--- config.mk ---
export PLATFORM = sky130hd
export DESIGN_NAME = finish_monitor_flat
export DESIGN_NICKNAME = d
export VERILOG_FILES = /design/src/rtl/finish_monitor_pkg.sv /design/src/rtl/finish_monitor_if.sv /design/src/rtl/finish_monitor_sat_counter.sv /design/src/rtl/finish_monitor.sv /design/src/flat_wrapper.sv
export SDC_FILE = /design/constraint.sdc
export NUM_CORES = 1
export LEC_CHECK = 0
export BUFFER_PORTS_ARGS = -buffer_cell sky130_fd_sc_hd__buf_2
export CAP_MARGIN = 10
export CORE_ASPECT_RATIO = 1.4
export CORE_MARGIN = 2
export CORE_UTILIZATION = 50
export DETAILED_ROUTE_END_ITERATION = 8
export PLACE_DENSITY = 0.78
export RECOVER_POWER = 25
export SYNTH_ARGS = -nofsm -noshare
export SYNTH_HDL_FRONTEND = slang
export SYNTH_SLANG_ARGS = --single-unit
--- constraint.sdc ---
create_clock -name clock -period 4.24 [get_ports clock]
set_input_delay 1.272 -clock clock [delete_from_list [all_inputs] [get_ports clock]]
set_output_delay 1.272 -clock clock [all_outputs]
set_load 0.1 [all_outputs]
--- src/rtl/finish_monitor_pkg.sv ---
// Shared types and constants for the end-of-program monitor.
package finish_monitor_pkg;

  localparam int DEF_XLEN = 32;
  localparam logic [31:0] DEF_TOHOST_ADDR = 32'h0000_1000;
  localparam logic [63:0] TIMEOUT_EXIT_CODE = '1;

  typedef enum logic {
    RUN,
    DONE
  } state_t;

  typedef enum logic [1:0] {
    CAUSE_NONE,
    CAUSE_TOHOST,
    CAUSE_LOOP,
    CAUSE_TIMEOUT
  } cause_t;

endpackage

--- src/rtl/finish_monitor_if.sv ---
// Core snoop bundle: retire strobe, PC and data-memory write port.
interface finish_monitor_if #(
  parameter int XLEN = 32
);
  logic            instr_valid;
  logic [XLEN-1:0] pc;
  logic            mem_we;
  logic [XLEN-1:0] mem_addr;
  logic [XLEN-1:0] mem_wdata;

  modport master (
    output instr_valid, pc,
    output mem_we, mem_addr, mem_wdata
  );

  modport slave (
    input instr_valid, pc,
    input mem_we, mem_addr, mem_wdata
  );
endinterface

--- src/rtl/finish_monitor_sat_counter.sv ---
// Saturating up-counter with sync active-low clear and load.
module sat_counter #(
  parameter int W = 32
) (
  input  logic         clock,
  input  logic         clr,
  input  logic         en,
  input  logic         load,
  input  logic [W-1:0] load_val,
  output logic [W-1:0] count
);

  always_ff @(posedge clock) begin
    if (!clr)
      count <= '0;
    else if (load)
      count <= load_val;
    else if (en && (count != '1))
      count <= count + 1'b1;
  end

endmodule

--- src/rtl/finish_monitor.sv ---
// Decides when a program has ended: tohost write,
// self-loop or timeout; latches cause, code and stats.
module finish_monitor
  import finish_monitor_pkg::*;
#(
  parameter int XLEN = DEF_XLEN,
  parameter logic [XLEN-1:0] TOHOST_ADDR =
    XLEN'(DEF_TOHOST_ADDR),
  parameter int LOOP_THRESH = 8,
  parameter int TIMEOUT_CYCLES = 100000
) (
  input  logic            clock,
  input  logic            rst,
  finish_monitor_if.slave snoop,
  output logic            finish_flag,
  output logic            pass,
  output logic [1:0]      cause,
  output logic [XLEN-2:0] exit_code,
  output logic [31:0]     cycle_count,
  output logic [31:0]     instr_count
);

  localparam int LW = $clog2(LOOP_THRESH + 1);

  state_t state_q;
  state_t state_d;
  logic   run;

  logic [XLEN-1:0] last_pc;
  logic [LW-1:0]   loop_cnt;
  logic            pc_match;

  logic tohost_hit;
  logic loop_hit;
  logic timeout_hit;

  logic            fire;
  cause_t          cause_d;
  logic [XLEN-2:0] code_d;
  logic            pass_d;

  assign run      = (state_q == RUN);
  assign pc_match = (snoop.pc == last_pc);

  assign tohost_hit = snoop.mem_we &&
    (snoop.mem_addr == TOHOST_ADDR) &&
    snoop.mem_wdata[0];

  // An empty loop counter increments to 1, so a
  // first retirement at the reset PC still counts as 1.
  assign loop_hit = snoop.instr_valid && pc_match &&
    (loop_cnt == LW'(LOOP_THRESH - 1));

  assign timeout_hit =
    (cycle_count == 32'(TIMEOUT_CYCLES - 1));

  sat_counter #(.W(32)) u_cycle (
    .clock    (clock),
    .clr      (rst),
    .en       (run),
    .load     (1'b0),
    .load_val ('0),
    .count    (cycle_count)
  );

  sat_counter #(.W(32)) u_instr (
    .clock    (clock),
    .clr      (rst),
    .en       (run && snoop.instr_valid),
    .load     (1'b0),
    .load_val ('0),
    .count    (instr_count)
  );

  sat_counter #(.W(LW)) u_loop (
    .clock    (clock),
    .clr      (rst),
    .en       (run && snoop.instr_valid && pc_match),
    .load     (run && snoop.instr_valid && !pc_match),
    .load_val (LW'(1)),
    .count    (loop_cnt)
  );

  always_ff @(posedge clock) begin
    if (!rst)
      last_pc <= '0;
    else if (run && snoop.instr_valid && !pc_match)
      last_pc <= snoop.pc;
  end

  always_ff @(posedge clock) begin
    if (!rst)
      state_q <= RUN;
    else
      state_q <= state_d;
  end

  always_comb begin
    state_d = state_q;
    fire    = 1'b0;
    cause_d = CAUSE_NONE;
    code_d  = '0;
    pass_d  = 1'b0;
    if (run) begin
      priority case (1'b1)
        tohost_hit: begin
          fire    = 1'b1;
          cause_d = CAUSE_TOHOST;
          code_d  = snoop.mem_wdata[XLEN-1:1];
          pass_d  = (snoop.mem_wdata[XLEN-1:1] == '0);
        end
        loop_hit: begin
          fire    = 1'b1;
          cause_d = CAUSE_LOOP;
          pass_d  = 1'b1;
        end
        timeout_hit: begin
          fire    = 1'b1;
          cause_d = CAUSE_TIMEOUT;
          code_d  = TIMEOUT_EXIT_CODE[XLEN-2:0];
        end
        default: ;
      endcase
      if (fire)
        state_d = DONE;
    end
  end

  always_ff @(posedge clock) begin
    if (!rst) begin
      finish_flag <= 1'b0;
      pass        <= 1'b0;
      cause       <= CAUSE_NONE;
      exit_code   <= '0;
    end else if (fire) begin
      finish_flag <= 1'b1;
      pass        <= pass_d;
      cause       <= cause_d;
      exit_code   <= code_d;
    end
  end

endmodule

--- src/flat_wrapper.sv ---
// flat-port wrapper written by rule: the top's interface ports become plain ports
module finish_monitor_flat import finish_monitor_pkg::*;
#(
  parameter int XLEN = DEF_XLEN,
  parameter logic [XLEN-1:0] TOHOST_ADDR =
    XLEN'(DEF_TOHOST_ADDR),
  parameter int LOOP_THRESH = 8,
  parameter int TIMEOUT_CYCLES = 100000
)
  (clock, rst, finish_flag, pass, cause, exit_code, cycle_count, instr_count, snoop_instr_valid, snoop_pc, snoop_mem_we, snoop_mem_addr, snoop_mem_wdata);
  finish_monitor_if #(.XLEN(XLEN)) snoop_i ();
  input  logic clock;
  input  logic rst;
  output logic finish_flag;
  output logic pass;
  output logic [1:0] cause;
  output logic [XLEN-2:0] exit_code;
  output logic [31:0] cycle_count;
  output logic [31:0] instr_count;
  input wire logic [$bits(snoop_i.instr_valid)-1:0] snoop_instr_valid;
  input wire logic [$bits(snoop_i.pc)-1:0] snoop_pc;
  input wire logic [$bits(snoop_i.mem_we)-1:0] snoop_mem_we;
  input wire logic [$bits(snoop_i.mem_addr)-1:0] snoop_mem_addr;
  input wire logic [$bits(snoop_i.mem_wdata)-1:0] snoop_mem_wdata;
  assign snoop_i.instr_valid = snoop_instr_valid;
  assign snoop_i.pc = snoop_pc;
  assign snoop_i.mem_we = snoop_mem_we;
  assign snoop_i.mem_addr = snoop_mem_addr;
  assign snoop_i.mem_wdata = snoop_mem_wdata;
  finish_monitor #(.XLEN(XLEN), .TOHOST_ADDR(TOHOST_ADDR), .LOOP_THRESH(LOOP_THRESH), .TIMEOUT_CYCLES(TIMEOUT_CYCLES)) u_core (.clock(clock), .rst(rst), .snoop(snoop_i), .finish_flag(finish_flag), .pass(pass), .cause(cause), .exit_code(exit_code), .cycle_count(cycle_count), .instr_count(instr_count));
endmodule
==> summary.md <==
| Metric | Value |
|---|---|
| Fraction of layout cells with a size suffix above 1 | `0.213` |
| RSZ-0062 raised after global routing | `no` |
| Max clock buf depth | `2` |
| Post-Route WL | `roughly 17 mm` |
| CP max stage delay | `1.25 ns` |
| Initial Util | `0.515` |
| Clock Sinks | `about 140` |
| Power Density | `between 300 and 400 nW/um^2` |
| Tmin final | `roughly 3.3 ns` |
| Setup TNS | `0 ns` |
| I/O Buffers | `slightly below 200` |
| Worst-path clk slew | `0.06 ns` |
| First-pass GRT wire length | `26.3 mm` |
| CP Capture Type | `register` |
| Register area share after synthesis | `0.427` |
| Gr usage total | `0.237` |
| Synth Flop Type | `dfxtp_1` |
| DR vias | `6153` |
| Fillers | `around 1100` |
| Setup CP Type | `input pin to register` |
| DR vias/cell | `5.60` |
| Seq cells post-synth | `between 100 and 150` |
| Buffers and inverters on the worst path | `3` |
| CTS H-Tree Depth | `4` |
| Crit path launch type | `input pin` |
| P&R area growth vs syn | `25.4%` |
| CP arrival | `about 3.5 ns` |
| Die ar. | `between 10000 and 15000 sq um` |
| Hold_buf cts | `0` |
| Remaining routing DRC violations | `0` |
| Wire per inst | `roughly 15 microns` |
| Post-DP HPWL | `roughly 12 mm` |
| Status | `complete, but fails checks` |
| Post-cts repair resize count | `0` |
| Final period utilization | `0.784` |
| Final Setup Violations | `0` |
| Largest fanout on the critical path | `77` |
| Top-Level Pins | `between 150 and 200` |
| Vias in the first global route | `5658` |
| Cell Chain, Critical Path | `buf_2, inv_1, clkbuf_2, nor3_1` |
| CP required | `roughly 4.5 ns` |
| Async S/R FF share, synth | `0` |
| Worst-Margin Slew | `around 1.6 ns` |
| Peak VDD IR | `between 0.2 and 0.3 mV` |
| Antenna Nets Post-Route | `0` |
| Slew HR | `-0.0408` |
| FMAX | `approximately 0.30 GHz` |
| Initial antenna violation count | `0` |
| Yosys cell types | `55` |
| Leakage Power | `between 3 and 4 nW` |
| Slowest cell on the critical path | `clkbuf_2` |
| Num CTS Buffers | `17` |
| Final Hold Fails | `0` |
| DRT iter0 DRCs | `150` |
| Max_cap viols | `1` |
| Post-synth EDFFs | `0` |
| CTS tree | `built` |
| Clk_lat worst skew | `0.41 ns` |
| Die height | `138 microns` |
| Die width | `99.4 microns` |
| Final nets | `about 1000` |
| Largest net degree at the start of global routing | `between 70 and 80` |
| Post-synthesis instance area | `roughly 6400 sq um` |
| Top Family by Delay on Critical Path | `buffers and inverters` |
| RePlAce Congestion | `a little over 0.8` |
| Syn Nets | `854` |
| CTS Root Buffer Type | `clkbuf_16` |
| Setup Skew | `roughly 0.012 ns` |
| Congestion Overflow GR | `0` |
| Yosys warnings | `0` |
| Core Footprint | `approximately 12000 sq um` |
| Hold crit path type | `register to register` |
| Violated checks | `capacitance limit, slew limit` |
| Rows | `48` |
| Syn_area_per_cell | `between 8 and 9 sq um` |
| Drt pass-1 iters | `4` |
| Syn Inst Count | `roughly 750` |
| Setup Buffers After CTS | `0` |
| Finished Core Util | `0.646` |
| Slew Limit Fails | `78` |
-- report_power, final --
part | switching (W) | internal [W] | total, W
Combinational | 0.000129 | 0.0000802 | 0.000210
Clock | 0.000569 | 0.000944 | 0.00151
Sequential | 0.0000180 | 0.00130 | 0.00132
-- layout make-up --
class	instances	area [sq um]	share of cell area
Multi-Input combinational cell	565	3450	0.432
Sequential cell	136	2720	0.341
Timing Repair Buffer	203	975	0.122
Clock buffer	18	439	0.0550
Tap cell	150	188	0.0235
Clock inverter	13	169	0.0211
Inverter	12	45.0	0.00564
Antenna cell	1	2.50	0.000313
-- routing by layer --
| layer | vias up | share of wire | GRT usage |
|---|---|---|---|
| li1 | 3048 | - | - |
| met1 | 2898 | 0.40 | 0.272 |
| met2 | 177 | 0.52 | 0.429 |
| met3 | 30 | 0.052 | 0.0533 |
| met4 | 0 | 0.022 | 0.0868 |
| met5 | - | 0 | 0 |
-- logic make-up (layout without fill, tap and decap cells) --
logic type,after synthesis,after routing,synth area share
simple gates,337,337,0.269
flops,136,136,0.427
compound gates,111,111,0.102
xor+xnor,80,80,0.110
buf+inv,50,246,0.0332
mux,34,34,0.0534
fa+ha+maj,3,3,0.00589
other cells,0,1,0
-- metrics by stage --
step	setup WS [ns]	instance area [sq um]	total power (W)	std cells	hold slack, ns
after CTS	1.08	8050	0.00307	1097	0.455
final	0.916	7990	0.00304	1098	0.455
after detailed placement	0.686	7440	0.00156	1066	0.447
after global placement	0.729	7440	0.00155	1066	0.438
after floorplan	1.14	6370	0.00148	751	0.458
after global routing	0.693	7990	0.00314	1097	0.482
-- cell usage after synthesis (10+ instances only) --
| cell type | number | area [sq um] |
|---|---|---|
| mux2i_1 | 34 | 340 |
| clkbuf_1 | 33 | 124 |
| nand4_1 | 24 | 150 |
| and4_1 | 11 | 96.3 |
| xor2_1 | 51 | 447 |
| nand3_1 | 34 | 170 |
| o21ai_0 | 10 | 50.1 |
| a21oi_1 | 14 | 70.1 |
| nor3_1 | 16 | 80.1 |
| or3_1 | 11 | 68.8 |
| inv_1 | 11 | 41.3 |
| dfxtp_1 | 136 | 2720 |
| xnor2_1 | 29 | 254 |
| nand2_1 | 35 | 131 |
| o21ai_1 | 59 | 295 |
| nor2_1 | 127 | 477 |
| nor4_1 | 36 | 225 |
-- worst reg2reg max path, cell delays in order (launching register included) --
cell,delay [ns]
dfxtp_1,0.36
or4_1,0.51
or4_1,0.46
or4_4,0.60
o2111a_1,0.54
o21ai_1,0.32
o21ai_1,0.09
-- path summary, 6_finish.rpt --
check                                         startpoint                     end  slack (ns)  depth (start not counted)
worst max register to register  u_core.u_cycle.count[12]     u_core.exit_code[9]        1.24                          6
worst min register to register       u_core.exit_code[6]     u_core.exit_code[6]        0.45                          2
worst max-delay path                                 rst  u_core.u_loop.count[2]        0.92                          4
worst min-delay path                 u_core.exit_code[6]     u_core.exit_code[6]        0.45                          2
-- placed cells by master, fill, tap and decap left out, types with 16 or more instances in the layout --
| master | synthesis | final |
|---|---|---|
| clkbuf_1 | 33 | 41 |
| o21ai_1 | 59 | 59 |
| nand2_1 | 35 | 35 |
| buf_2 | 0 | 157 |
| mux2i_1 | 34 | 34 |
| nor4_1 | 36 | 36 |
| nor3_1 | 16 | 16 |
| xor2_1 | 51 | 51 |
| dfxtp_1 | 136 | 136 |
| clkbuf_16 | 0 | 17 |
| nand4_1 | 24 | 24 |
| nor2_1 | 127 | 127 |
| xnor2_1 | 29 | 29 |
| nand3_1 | 34 | 34 |
-- sequential cells by signal (all words and copies together), names as in the netlist --
| signal | count |
|---|---|
| u_core.state_q | 1 |
| u_core.pass | 1 |
| u_core.u_instr.count | 32 |
| u_core.finish_flag | 1 |
| u_core.u_cycle.count | 32 |
| u_core.exit_code | 31 |
| u_core.last_pc | 32 |
| u_core.cause | 2 |
| u_core.u_loop.count | 4 |
(Power assumes the default switching activity.)
